===== config.mk =====
export PLATFORM = sky130hd
export DESIGN_NAME = universal_shift_reg_seq_flat
export DESIGN_NICKNAME = d
export VERILOG_FILES = /design/src/rtl/universal_shift_reg_seq_if.sv /design/src/rtl/universal_shift_reg_seq.sv /design/src/flat_wrapper.sv
export SDC_FILE = /design/constraint.sdc
export NUM_CORES = 1
export LEC_CHECK = 0
export CAP_MARGIN = 20
export CORE_ASPECT_RATIO = 1.25
export CORE_MARGIN = 3
export CORE_UTILIZATION = 40
export CTS_CLUSTER_SIZE = 40
export DETAILED_ROUTE_END_ITERATION = 10
export PLACE_DENSITY = 0.85
export SLEW_MARGIN = 30
export SYNTH_ARGS = -nofsm -noshare
export SYNTH_HDL_FRONTEND = slang
export SYNTH_SLANG_ARGS = --single-unit

===== constraint.sdc =====
create_clock -name clk -period 1.8 [get_ports clk]
set_clock_uncertainty 0.05 [all_clocks]
set_input_delay 0.54 -clock clk [delete_from_list [all_inputs] [get_ports clk]]
set_output_delay 0.54 -clock clk [all_outputs]
set_load 0.02 [all_outputs]

===== src/rtl/universal_shift_reg_seq_if.sv =====
// rtl/universal_shift_reg_seq_if.sv - command/data bundle for the universal shift register
// Purpose: groups the controller-to-register command signals and the register outputs.
// Optional feature macro: USR_PARITY_EN (adds the registered parity output).
// Signals:
//   load, shift_left, shift_right, rotate, arith, ser_in_l, ser_in_r, data_in, start, count
//     : driven by the controller (master), consumed by the register (slave)
//   data_out, ser_out, busy, done [, parity]
//     : driven by the register (slave), observed by the controller (master)
interface universal_shift_reg_seq_if #(
  parameter int WIDTH = 8,
  parameter int CNT_W = 4
);
  logic             load;
  logic             shift_left;
  logic             shift_right;
  logic             rotate;
  logic             arith;
  logic             ser_in_l;
  logic             ser_in_r;
  logic [WIDTH-1:0] data_in;
  logic             start;
  logic [CNT_W-1:0] count;
  logic [WIDTH-1:0] data_out;
  logic             ser_out;
  logic             busy;
  logic             done;
`ifdef USR_PARITY_EN
  logic             parity;
`endif

  modport master (
    output load, shift_left, shift_right, rotate, arith, ser_in_l, ser_in_r,
    output data_in, start, count,
`ifdef USR_PARITY_EN
    input  parity,
`endif
    input  data_out, ser_out, busy, done
  );

  modport slave (
    input  load, shift_left, shift_right, rotate, arith, ser_in_l, ser_in_r,
    input  data_in, start, count,
`ifdef USR_PARITY_EN
    output parity,
`endif
    output data_out, ser_out, busy, done
  );
endinterface


===== src/rtl/universal_shift_reg_seq.sv =====
// rtl/universal_shift_reg_seq.sv - WIDTH-bit universal shift/rotate register with multi-step ops
// Purpose: parallel load, single-step shift/rotate left/right (logical, arithmetic right),
//          and a start/busy/done multi-step shift of up to 2**CNT_W-1 steps.
// Optional feature macro: USR_PARITY_EN (registered XOR-reduction of data_out).
// Ports:
//   clk   : rising-edge clock
//   reset : asynchronous active-high reset
//   bus   : universal_shift_reg_seq_if.slave (commands in, data_out/ser_out/busy/done out)
module universal_shift_reg_seq #(
  parameter int WIDTH = 8,
  parameter int CNT_W = 4
) (
  input  logic                      clk,
  input  logic                      reset,
  universal_shift_reg_seq_if.slave  bus
);

  typedef enum logic [1:0] {
    IDLE = 2'd0,
    RUN  = 2'd1,
    DONE = 2'd2
  } state_t;

  state_t           state_q, state_d;
  logic [WIDTH-1:0] data_q, data_d;
  logic             ser_q, ser_d;
  logic             dir_left_q, dir_left_d;
  logic [CNT_W-1:0] remaining_q, remaining_d;

  // One-step results, using live rotate/arith/serial inputs.
  logic             left_in, right_in;
  logic [WIDTH-1:0] left_val, right_val;

  assign left_in   = bus.rotate ? data_q[WIDTH-1] : bus.ser_in_l;
  assign right_in  = bus.rotate ? data_q[0] : (bus.arith ? data_q[WIDTH-1] : bus.ser_in_r);
  assign left_val  = {data_q[WIDTH-2:0], left_in};
  assign right_val = {right_in, data_q[WIDTH-1:1]};

  always_ff @(posedge clk or posedge reset) begin
    if (reset) begin
      state_q     <= IDLE;
      data_q      <= '0;
      ser_q       <= 1'b0;
      dir_left_q  <= 1'b0;
      remaining_q <= '0;
    end else begin
      state_q     <= state_d;
      data_q      <= data_d;
      ser_q       <= ser_d;
      dir_left_q  <= dir_left_d;
      remaining_q <= remaining_d;
    end
  end

  always_comb begin
    state_d     = state_q;
    data_d      = data_q;
    ser_d       = ser_q;
    dir_left_d  = dir_left_q;
    remaining_d = remaining_q;

    case (state_q)
      RUN: begin
        if (bus.load) begin
          // Abort: take the load, drop back to IDLE without a done pulse.
          data_d      = bus.data_in;
          remaining_d = '0;
          state_d     = IDLE;
        end else begin
          if (dir_left_q) begin
            data_d = left_val;
            ser_d  = data_q[WIDTH-1];
          end else begin
            data_d = right_val;
            ser_d  = data_q[0];
          end
          remaining_d = remaining_q - CNT_W'(1);
          if (remaining_q == CNT_W'(1)) begin
            state_d = DONE;
          end
        end
      end

      default: begin
        // IDLE and DONE accept commands identically; DONE falls back to IDLE.
        state_d = IDLE;
        if (bus.load) begin
          data_d = bus.data_in;
        end else if (bus.start && (bus.shift_left || bus.shift_right)) begin
          dir_left_d = bus.shift_left;
          if (bus.count == '0) begin
            state_d = DONE;
          end else begin
            // The first step happens on the accepting edge.
            if (bus.shift_left) begin
              data_d = left_val;
              ser_d  = data_q[WIDTH-1];
            end else begin
              data_d = right_val;
              ser_d  = data_q[0];
            end
            remaining_d = bus.count - CNT_W'(1);
            state_d     = (bus.count == CNT_W'(1)) ? DONE : RUN;
          end
        end else if (bus.start) begin
          // start without a direction is ignored: hold.
        end else if (bus.shift_left) begin
          data_d = left_val;
          ser_d  = data_q[WIDTH-1];
        end else if (bus.shift_right) begin
          data_d = right_val;
          ser_d  = data_q[0];
        end
      end
    endcase
  end

  assign bus.data_out = data_q;
  assign bus.ser_out  = ser_q;
  assign bus.busy     = (state_q == RUN);
  assign bus.done     = (state_q == DONE);

`ifdef USR_PARITY_EN
  logic parity_q;

  always_ff @(posedge clk or posedge reset) begin
    if (reset) begin
      parity_q <= 1'b0;
    end else begin
      parity_q <= ^data_d;
    end
  end

  assign bus.parity = parity_q;
`endif

endmodule


===== src/flat_wrapper.sv =====
// flat-port wrapper written by rule: the top's interface ports become plain ports
module universal_shift_reg_seq_flat 
#(
  parameter int WIDTH = 8,
  parameter int CNT_W = 4
)
  (clk, reset, bus_load, bus_shift_left, bus_shift_right, bus_rotate, bus_arith, bus_ser_in_l, bus_ser_in_r, bus_data_in, bus_start, bus_count, bus_data_out, bus_ser_out, bus_busy, bus_done);
  universal_shift_reg_seq_if #(.WIDTH(WIDTH), .CNT_W(CNT_W)) bus_i ();
  input  logic clk;
  input  logic reset;
  input wire logic [$bits(bus_i.load)-1:0] bus_load;
  input wire logic [$bits(bus_i.shift_left)-1:0] bus_shift_left;
  input wire logic [$bits(bus_i.shift_right)-1:0] bus_shift_right;
  input wire logic [$bits(bus_i.rotate)-1:0] bus_rotate;
  input wire logic [$bits(bus_i.arith)-1:0] bus_arith;
  input wire logic [$bits(bus_i.ser_in_l)-1:0] bus_ser_in_l;
  input wire logic [$bits(bus_i.ser_in_r)-1:0] bus_ser_in_r;
  input wire logic [$bits(bus_i.data_in)-1:0] bus_data_in;
  input wire logic [$bits(bus_i.start)-1:0] bus_start;
  input wire logic [$bits(bus_i.count)-1:0] bus_count;
  output wire logic [$bits(bus_i.data_out)-1:0] bus_data_out;
  output wire logic [$bits(bus_i.ser_out)-1:0] bus_ser_out;
  output wire logic [$bits(bus_i.busy)-1:0] bus_busy;
  output wire logic [$bits(bus_i.done)-1:0] bus_done;
  assign bus_i.load = bus_load;
  assign bus_i.shift_left = bus_shift_left;
  assign bus_i.shift_right = bus_shift_right;
  assign bus_i.rotate = bus_rotate;
  assign bus_i.arith = bus_arith;
  assign bus_i.ser_in_l = bus_ser_in_l;
  assign bus_i.ser_in_r = bus_ser_in_r;
  assign bus_i.data_in = bus_data_in;
  assign bus_i.start = bus_start;
  assign bus_i.count = bus_count;
  assign bus_data_out = bus_i.data_out;
  assign bus_ser_out = bus_i.ser_out;
  assign bus_busy = bus_i.busy;
  assign bus_done = bus_i.done;
  universal_shift_reg_seq #(.WIDTH(WIDTH), .CNT_W(CNT_W)) u_core (.clk(clk), .reset(reset), .bus(bus_i));
endmodule

Word-level counts from Yosys, hierarchy flattened
Cells that the tools add are included.
Word-level totals
  bits in registers: 16
  bits in latches: 0
  RAM bits: 0
  ROM bits: 0
  memories: 0
Operators by class
  add/sub/neg operators: 2
  multipliers: 0
  divide/modulo/power cells: 0
  magnitude comparators: 0
  eq/ne operators: 11
  shifts and indexed selects: 0
  mux-type cells: 35
  bitwise logic cells: 2
  reductions and logical operators: 10
Operators by type and width (number)
  $mux W8: 10
  $mux W4: 5
  $mux W2: 7
  $mux W1: 13
  $reduce_and A3 Y1: 3
  $eq A4 B1 Y1 const B: 2
  $sub A4 B1 Y4 const B: 2
  $reduce_bool A5 Y1: 1
  $logic_not A4 Y1: 1
  $ne A4 B2 Y1 const B: 1
  $ne A4 B4 Y1 const B: 1
  $reduce_and A4 Y1: 1
  $reduce_bool A4 Y1: 1
  $ne A3 B1 Y1 const B: 1
  $ne A3 B2 Y1 const B: 1
  $ne A3 B3 Y1 const B: 1
  $eq A2 B1 Y1 const B: 1
  $eq A2 B2 Y1 const B: 1
  $ne A2 B1 Y1 const B: 1
  $ne A2 B2 Y1 const B: 1
  $not A1 Y1: 2
  $reduce_bool A2 Y1: 1
  $logic_and A1 B1 Y1: 1
  $logic_or A1 B1 Y1: 1

Longest topological paths before layout
Gate-level depths: netlist of run 1.
  depth after elaboration: 8
  depth in mapped cells: 8

Least setup slack after synthesis of run 1
Ideal clock, no wire load.
  path type: input-to-reg
  start: input bus_count[1]
  end: register u_core.ser_q, in the netlist u_core.bus.ser_out
  setup time: 0.125 ns
  arrival time: 1.871 ns
  required time: 1.625 ns
  setup slack: -0.246 ns
  stages: 8
  path buffers: 2
  cells stage by stage: inv_1 -> ha_1 -> nand4bb_1 -> a211o_1 -> buf_6 -> and2_4 -> buf_6 -> mux2_4
On the way
  longest elaborated chain between the ends: 3
RTL lines
  start, declared: RTL line flat_wrapper.sv:20  | input wire logic [$bits(bus_i.count)-1:0] bus_count;
  $logic_not A4 Y1: RTL line universal_shift_reg_seq.sv:91  | if (bus.count == '0) begin
  $ne A3 B3 Y1 (no source line)
  $reduce_and A4 Y1 (no source line)
  end signal, assigned: RTL line universal_shift_reg_seq.sv:49  | ser_q <= ser_d;
  end, declared: RTL line universal_shift_reg_seq.sv:26  | logic ser_q, ser_d;
Every way passes these cells.
A chain may end at the register's enable or synchronous reset.

Worst setup path after layout of run 1
  start: input bus_count[0]
  end: register u_core.remaining_q[2]
On the way
  longest elaborated chain between the ends: 5
  elaborated cells on any way between the ends: 8
  those cells by class: 1 x add/sub; 1 x eq/ne; 4 x mux; 2 x reduce/logical
RTL lines
  $sub A4 B1 Y4: RTL line universal_shift_reg_seq.sv:102  | remaining_d = bus.count - CNT_W'(1);
  $mux W4: RTL line universal_shift_reg_seq.sv:91
  $mux W4: RTL line universal_shift_reg_seq.sv:89  | end else if (bus.start && (bus.shift_left || bus.shift_right)) begin
  $mux W4: RTL line universal_shift_reg_seq.sv:87  | if (bus.load) begin
  $mux W4: RTL line universal_shift_reg_seq.sv:62  | case (state_q)
  end signal, assigned: RTL line universal_shift_reg_seq.sv:51  | remaining_q <= remaining_d;
  end, declared: RTL line universal_shift_reg_seq.sv:28  | logic [CNT_W-1:0] remaining_q, remaining_d;
Parallel ways exist; a longest one is shown, timed or not. The select of a mux whose other input is x is not followed.

==> results of run 1 <==
timing repair:
item,4_1_cts,5_1_grt
gates resized for setup,22,4
gates cloned,0,0
pin swaps,3,3
setup endpoints to repair,24,6
cell type report:
type | instances | area [um2] | area share, %
clock buffers | 4 | 36.3 | 2.34
inverters | 9 | 36.3 | 2.34
multi-input cells | 71 | 582 | 37.6
flip-flops and latches | 16 | 400 | 25.9
well taps | 31 | 38.8 | 2.51
repair buffers | 53 | 454 | 29.3
routing by layer:
metal / vias up / GRT usage, % / routed length [um]
met3: 8 / 4.31 / 207
li1: 470 / - / -
met4: 0 / 10.4 / 78
met5: - / 0 / 0
met1: 479 / 20.5 / 1050
met2: 49 / 31.6 / 1360
flip-flops by register name, summed over array words and instances, names as in the netlist:
name	cells
u_core.bus.ser_out	1
u_core.state_q	2
u_core.bus.data_out	8
u_core.remaining_q	4
u_core.dir_left_q	1
kinds of logic after synthesis:
| logic type | synth area share, % |
|---|---|
| flip-flops | 39.6 |
| adder cells (fa/ha/maj) | 4.94 |
| AND/OR/NAND/NOR | 13.2 |
| multiplexers | 15.2 |
| AO/OA/AOI/OAI | 18.2 |
| XOR/XNOR | 2.60 |
| buffers and inverters | 6.30 |
synth_stat cells (all sizes together), types with 2 or more instances:
| cell | number |
|---|---|
| a21oi | 8 |
| ha | 4 |
| mux2i | 9 |
| o221ai | 2 |
| inv | 9 |
| mux2 | 5 |
| nor3 | 3 |
| o22ai | 7 |
| dfrtp | 16 |
| nand3 | 3 |
| nor2 | 5 |
| xnor2 | 2 |
| o32ai | 2 |
| o21ai | 2 |
| buf | 2 |
| nand2 | 4 |
| clkbuf | 2 |
power groups by stage:
stage | Sequential (mW) | Clock, mW | Combinational (mW)
after detailed placement | 0.529 | 0 | 0.580
after CTS | 0.523 | 0.247 | 0.563
after global routing | 0.537 | 0.266 | 0.613
final | 0.524 | 0.240 | 0.560
after floorplan | 0.558 | 0 | 0.293
after global placement | 0.524 | 0 | 0.558
metrics by stage:
stage / util (%) / hold WS, ns / instances / worst slack, ns
6_report: 67.1 / 0.466 / 184 / 0.0471
5_1_grt: 67.1 / 0.506 / 184 / 0.00314
3_5_place_dp: 65.7 / 0.449 / 180 / -0.630
3_3_place_gp: 65.7 / 0.453 / 180 / -0.558
4_1_cts: 67.4 / 0.471 / 184 / 0.00717
2_1_floorplan: - / 0.404 / 100 / -0.112
how the worst max path moves through the flow:
stage,from,end,slack (ns),cells past startpoint
6_report,bus_count[0],u_core.remaining_q[2],0.05,7
5_1_grt,bus_load,u_core.dir_left_q,0.003,5
4_1_cts,u_core.state_q[0],bus_done,0.007,2
3_5_place_dp,bus_count[1],u_core.remaining_q[3],-0.63,6
3_3_place_gp,bus_count[1],u_core.remaining_q[3],-0.56,6
2_1_floorplan,bus_shift_right,u_core.bus.ser_out,-0.11,6
==> impl_metrics.tcl, run 1 <==
set metrics [dict create \
    avgSynthCellArea_um2 10.1 \
    cts_tree "built" \
    rows 19 \
    vias 1006 \
    fillers 181 \
    post-route-period-util_pct 97.4 \
    syn_inst 100 \
    synth_edf_count 0 \
    grt_pass1_wl_mm 4.56 \
    chipHeight_um 62.2 \
    pwr-share-seq_pct 39.6 \
    r2r_cells 5 \
    start_util_pct 43.9 \
    setup_tns_ns 0 \
    drive_gt1_share_pct 26.8 \
    min-delay-start "u_core.bus.ser_out" \
    synthesis.area_um2 1010 \
    drc 0 \
    ir_drop_v 0.000589 \
    htreeDepth 1 \
    cts_buffers 3 \
    final_cell_area_um2 1550 \
    mostFrequentLayoutCells "21 x buf_4, 16 x dfrtp_1, 15 x clkdlybuf4s50_1, 13 x dlygate4sd2_1" \
    outcome "complete, no violations" \
    area_growth_syn_to_layout_pct 52.9 \
    ff2ff_setup_slack_ns 0.15 \
    path_class "input port to register" \
    yosysTopAreaCell "dfrtp_1" \
    crit_slowest_cell "or3b_4" \
    fmax_mhz 570 \
    synth-async-reset-ratio_pct 100 \
    p_per_area_nw_per_um2 855 \
    coreArea_um2 2310 \
    die_x_um 51.0 \
    avgRoutedWirePerCell_um 14.7 \
    synth_nets 126 \
    clock-sinks 16 \
    num_antenna_cells 0 \
    postRouteAntennaNets 0 \
    critPathLaunchType "input port" \
    post-cts-setup-buffer-count 0 \
    final.min_clock_period_ns 1.75 \
    drt_first_iter_violations 22 \
    path_cells "dlygate4sd2_1 > inv_2 > ha_4 > or3b_4 > a41o_4 > nand3_1 > o221ai_1" \
    crit_family "simple AND/OR/NAND/NOR gates" \
    gp_congestion 0.863 \
    cp_data_arrival_time_ns 1.87 \
    grt-ovfl-total 0 \
    holdPathEnd "u_core.bus.ser_out" \
    max_cap_violations 0 \
    placed_area_um2 1510 \
    firstDrtPassIters 4 \
    pwr-share-clk_pct 18.1 \
    synth-main-ff-cell "dfrtp_1" \
    power.share.switching_pct 35.2 \
    path_max_fanout 8 \
    antenna_found_initial 0 \
    worst_pin_slew_ns 0.346 \
    drv_slew 0 \
    p_leak_nw 0.726 \
    via_per_inst 5.47 \
    hp-class "register to register" \
    final_common_cell "buf_4" \
    synth-seq-cells 16 \
    synth_area_leaders "dfrtp_1 40%, mux2i_1 7.9%, ha_1 4.9%, mux2_2 4.4%, o22ai_1 4.3%" \
    track_usage_pct 18.6 \
    p_comb_share_pct 42.3 \
    die-area_um2 3170 \
    max_stage_delay_ns 0.38 \
    drt-total-wl_mm 2.70 \
    clk_path_buf_depth 2 \
    yosysWarnings 0 \
    path_clk_slew_ns 0.10 \
    fin_nets 180 \
    hold_buffers 0 \
    power.total_mw 1.32 \
    cp_num_buf_inv 2 \
    num_io_pins 33 \
    hpwl_mm 2.10 \
    r2r_start "u_core.state_q[0]" \
    setup_viol 0 \
    maxSlewHeadroom_pct 76.9 \
    cts-root-buf "clkbuf_4" \
    p_int_mw 0.858 \
    rsz0062_at_grt "false" \
    crit_required_ns 1.92 \
    portBuffers 32 \
    netlist.area_leader.share_pct 39.6 \
    clk_latency_ns 0.29 \
    grt_max_degree 17 \
    grt_pass1_vias 1049 \
    seq_area_frac_synth_pct 39.6 \
    hold_viol 0 \
    ys_types 34 \
    worstReg2RegEnd "u_core.bus.ser_out" \
    critPathCaptureType "register" \
    whs_path_depth 1 \
    p_sw_mw 0.466 \
]
Power figures use the tool's default switching activity.
==> run 2, diff against run 1 <==
- PLACE_DENSITY: 0.85 -> default
- PLACE_DENSITY_LB_ADDON: default -> 0.25
==> impl_metrics.tcl, run 2 (synthesis gave the netlist of run 1 again) <==
set metrics [dict create \
    outcome "complete, no violations" \
    worst_pin_slew_ns 0.362 \
    cts-root-buf "clkbuf_4" \
    startpoint "bus_count[0]" \
    ir_drop_v 0.000492 \
    cts_buffers 3 \
    postRouteAntennaNets 0 \
    path_clk_slew_ns 0.10 \
    drv_slew 0 \
    post-route-period-util_pct 94.6 \
    fin_hold_ws_ns 0.474 \
    chipHeight_um 62.2 \
    ff_latch_area_um2 400 \
    max_stage_delay_ns 0.37 \
    die-area_um2 3170 \
    hold_buffers 0 \
    critPathLaunchType "input port" \
    fillers 198 \
    multi_input_area_um2 586 \
    start_util_pct 43.9 \
    p_leak_nw 0.753 \
    met2_wirelength_mm 1.41 \
    post-cts-setup-buffer-count 0 \
    hold_viol 0 \
    hpwl_mm 2.12 \
    fin_nets 182 \
    crit_required_ns 1.94 \
    fmax_mhz 587 \
    finalCoreUtilization_pct 68.4 \
    path_cells "dlygate4sd2_1 > inv_2 > ha_4 > or3b_4 > a41o_4 > a22o_1" \
    drt-total-wl_mm 2.70 \
    whs_path_depth 1 \
    largest_reg_flops 8 \
    drive_gt1_share_pct 29.0 \
    cts_tree "built" \
    wl_met1_mm 1.01 \
    worstReg2RegEnd "u_core.bus.ser_out" \
    ff2ff_setup_slack_ns 0.14 \
    setup_viol 0 \
    grt-ovfl-total 0 \
    avgRoutedWirePerCell_um 14.5 \
    mostFrequentLayoutCells "22 x buf_4, 16 x dfrtp_1, 14 x clkdlybuf4s50_1, 12 x dlygate4sd2_1, 8 x mux2i_1" \
    clock-sinks 16 \
    r2r_cells 5 \
    maxSlewHeadroom_pct 75.8 \
    final_common_cell "buf_4" \
    grt_pass1_vias 1064 \
    via_per_inst 5.38 \
    crit_slowest_cell "or3b_4" \
    coreArea_um2 2310 \
    clk_path_buf_depth 2 \
    final.min_clock_period_ns 1.70 \
    cp_data_arrival_time_ns 1.85 \
    crit_end "u_core.remaining_q[3]" \
    htreeDepth 1 \
    top_layer "met4" \
    track_usage_pct 19.0 \
    clk_latency_ns 0.29 \
    p_per_area_nw_per_um2 849 \
    path_max_fanout 8 \
    num_io_pins 33 \
    max_cap_violations 0 \
    portBuffers 32 \
    area_growth_syn_to_layout_pct 55.7 \
    critPathCaptureType "register" \
    grt_max_degree 17 \
    die_x_um 51.0 \
    rows 19 \
    vias 1000 \
    wl_met3_um 187 \
    rsz0062_at_grt "false" \
    gp_congestion 0.825 \
    r2r_start "u_core.state_q[0]" \
    num_antenna_cells 0 \
    path_class "input port to register" \
    fin_cells 186 \
    dp.cells 182 \
    firstDrtPassIters 4 \
    antenna_found_initial 0 \
    hp-class "register to register" \
    grt_pass1_wl_mm 4.71 \
    drt_first_iter_violations 15 \
    drc 0 \
]
## run 2: critical path: cells and delay by family
family          cells  cell delay (ns)
compound gates      2             0.49
simple gates        1             0.37
buf+inv             2             0.31
fa+ha+maj           1             0.13
## run 2: layout make-up
type	count	area share, %
Sequential cell	16	25.4
Multi-Input combinational cell	71	37.1
Timing Repair Buffer	55	30.4
Inverter	9	2.30
Tap cell	31	2.46
Clock buffer	4	2.30
## run 2: per-layer routing
metal / vias to the layer above / track usage [%]
met3: 11 / 3.83
li1: 480 / -
met1: 461 / 20.2
met2: 48 / 34.0
met4: 0 / 10.1
met5: - / 0
## run 2: worst min path at each step
stage	from	end	slack (ns)
3_3_place_gp	u_core.bus.ser_out	u_core.bus.ser_out	0.45
3_5_place_dp	u_core.bus.ser_out	u_core.bus.ser_out	0.46
4_1_cts	u_core.bus.ser_out	u_core.bus.ser_out	0.48
5_1_grt	u_core.bus.ser_out	u_core.bus.ser_out	0.51
6_report	u_core.bus.ser_out	u_core.bus.ser_out	0.47
2_1_floorplan	reset	u_core.bus.data_out[0]	0.40
## run 2: per-stage QoR
stage	setup WS (ns)	setup TNS [ns]	cell area, um2	power (mW)
after floorplan	-0.112	-0.202	1030	0.852
after global placement	-0.563	-5.93	1530	1.09
after detailed placement	-0.602	-6.65	1530	1.12
after CTS	0.00736	0	1570	1.35
after global routing	0.0209	0	1580	1.43
final	0.0968	0	1580	1.34
## run 2: report_power, final
part | internal, mW | switching, mW
clock network | 0.123 | 0.118
registers | 0.443 | 0.0780
logic | 0.301 | 0.277
total | 0.867 | 0.473
## run 2: repair_timing
action,4_1_cts,5_1_grt
hold endpoints to repair,0,0
setup endpoints to repair,24,12
gates resized for setup,20,9
pin swaps,2,4
==> run 3, diff against run 2 <==
- CORE_MARGIN: 3 -> default
- CORE_UTILIZATION: 40 -> 41
- SKIP_CTS_REPAIR_TIMING: default -> 1
==> impl_metrics.tcl, run 3 (synthesis gave the netlist of run 1 again) <==
set metrics [dict create \
    drive_gt1_share_pct 28.4 \
    ir_drop_v 0.000625 \
    antenna_found_initial 0 \
    drv_slew 0 \
    path_clk_slew_ns 0.10 \
    mostFrequentLayoutCells "22 x buf_4, 17 x dlymetal6s2s_1, 16 x dfrtp_1, 15 x clkdlybuf4s50_1, 8 x mux2i_1" \
    drt_first_iter_violations 30 \
    p_leak_nw 0.870 \
    grt_pass1_wl_mm 4.55 \
    clk_latency_ns 0.29 \
    portBuffers 32 \
    r2r_cells 5 \
    path_max_fanout 3 \
    r2r_start "u_core.state_q[0]" \
    path_class "input port to register" \
    worstReg2RegEnd "u_core.bus.ser_out" \
    die_x_um 46.4 \
    clk_path_buf_depth 2 \
    drc 0 \
    cts-root-buf "clkbuf_4" \
    grt-ovfl-total 0 \
    ff2ff_setup_slack_ns 0.13 \
    grt_pass1_vias 1047 \
    grt_max_degree 17 \
    max_cap_violations 0 \
    chipHeight_um 57.6 \
    via_per_inst 5.48 \
    p_per_area_nw_per_um2 831 \
    final.min_clock_period_ns 1.76 \
    critPathCaptureType "register" \
    outcome "complete, no violations" \
    cts_buffers 3 \
    clock-sinks 16 \
    postRouteAntennaNets 0 \
    track_usage_pct 23.8 \
    setup_viol 0 \
    hp-class "register to register" \
    drt-total-wl_mm 2.76 \
    fin_nets 182 \
    num_antenna_cells 0 \
    coreArea_um2 2260 \
    hpwl_mm 2.09 \
    power.total_mw 1.36 \
    htreeDepth 1 \
    avgRoutedWirePerCell_um 14.8 \
    rows 19 \
    start_util_pct 44.8 \
    gp_congestion 0.813 \
    die-area_um2 2670 \
    maxSlewHeadroom_pct 77.9 \
    final_common_cell "buf_4" \
    holdPathEnd "u_core.bus.ser_out" \
    fillers 165 \
    min-delay-start "u_core.bus.ser_out" \
    cts_tree "built" \
    num_io_pins 33 \
    critPathLaunchType "input port" \
    hold_viol 0 \
    whs_path_depth 1 \
    firstDrtPassIters 4 \
    fmax_mhz 568 \
    largest_reg_flops 8 \
    fin_hold_ws_ns 0.468 \
    area_growth_syn_to_layout_pct 61.8 \
    post-route-period-util_pct 97.7 \
    crit_required_ns 1.94 \
    worst_pin_slew_ns 0.331 \
    vias 1019 \
    cp_data_arrival_time_ns 1.89 \
]
[run 3: changes by cell type in the layout (fill, tap and decap cells not counted)]
cell / change
dlymetal6s2s_1: +14
dlygate4sd2_1: -12
clkbuf_2: -2
a21oi_1: -1
a21oi_2: +1
clkdlybuf4s15_1: -1
clkdlybuf4s50_1: +1
o21ai_0: -1
o21ai_1: +1
or3b_2: +1
or3b_4: -1
[run 3: final cells by class]
cell class / count / area [um2] / area share [%]
Tap cell: 31 / 38.8 / 2.37
Sequential cell: 16 / 400 / 24.4
Inverter: 9 / 36.3 / 2.22
Multi-Input combinational cell: 71 / 587 / 35.8
Timing Repair Buffer: 55 / 539 / 32.9
Clock buffer: 4 / 36.3 / 2.22
[run 3: how the worst max path moves through the flow]
stage | from | to | cells past startpoint
after floorplan | bus_shift_right | u_core.bus.ser_out | 6
after global placement | bus_count[1] | u_core.remaining_q[3] | 6
after detailed placement | bus_count[1] | u_core.remaining_q[3] | 6
after CTS | u_core.state_q[1] | bus_busy | 3
after global routing | bus_count[1] | u_core.remaining_q[2] | 7
final | bus_start | u_core.bus.ser_out | 5
[run 3: critical path, stage by stage]
cell,delay [ns]
clkdlybuf4s50_1,0.49
nand4bb_1,0.13
a211o_1,0.29
and2_4,0.15
mux2_4,0.29
[run 3: layer usage]
| layer | global-route usage, % | vias to the layer above | wire length, um |
|---|---|---|---|
| li1 | - | 476 | - |
| met1 | 24.7 | 487 | 1020 |
| met2 | 42.7 | 47 | 1510 |
| met3 | 4.75 | 9 | 154 |
| met4 | 11.8 | 0 | 71 |
| met5 | 0 | - | 0 |
[run 3: through the flow]
stage / util [%] / worst slack, ns / cells / TNS (ns) / cell area (um2)
2_1_floorplan: - / -0.112 / 100 / -0.202 / 1030
3_3_place_gp: 67.7 / -0.561 / 182 / -5.86 / 1530
3_5_place_dp: 67.7 / -0.619 / 182 / -6.53 / 1530
4_1_cts: 69.3 / -0.310 / 186 / -3.46 / 1570
5_1_grt: 72.5 / -0.00789 / 186 / -0.00789 / 1640
6_report: 72.5 / 0.0409 / 186 / 0 / 1640
[run 3: power breakdown]
part	total, mW	switching [mW]	internal [mW]
clock network	0.240	0.117	0.123
registers	0.520	0.0774	0.443
logic	0.601	0.276	0.326
total	1.36	0.470	0.892
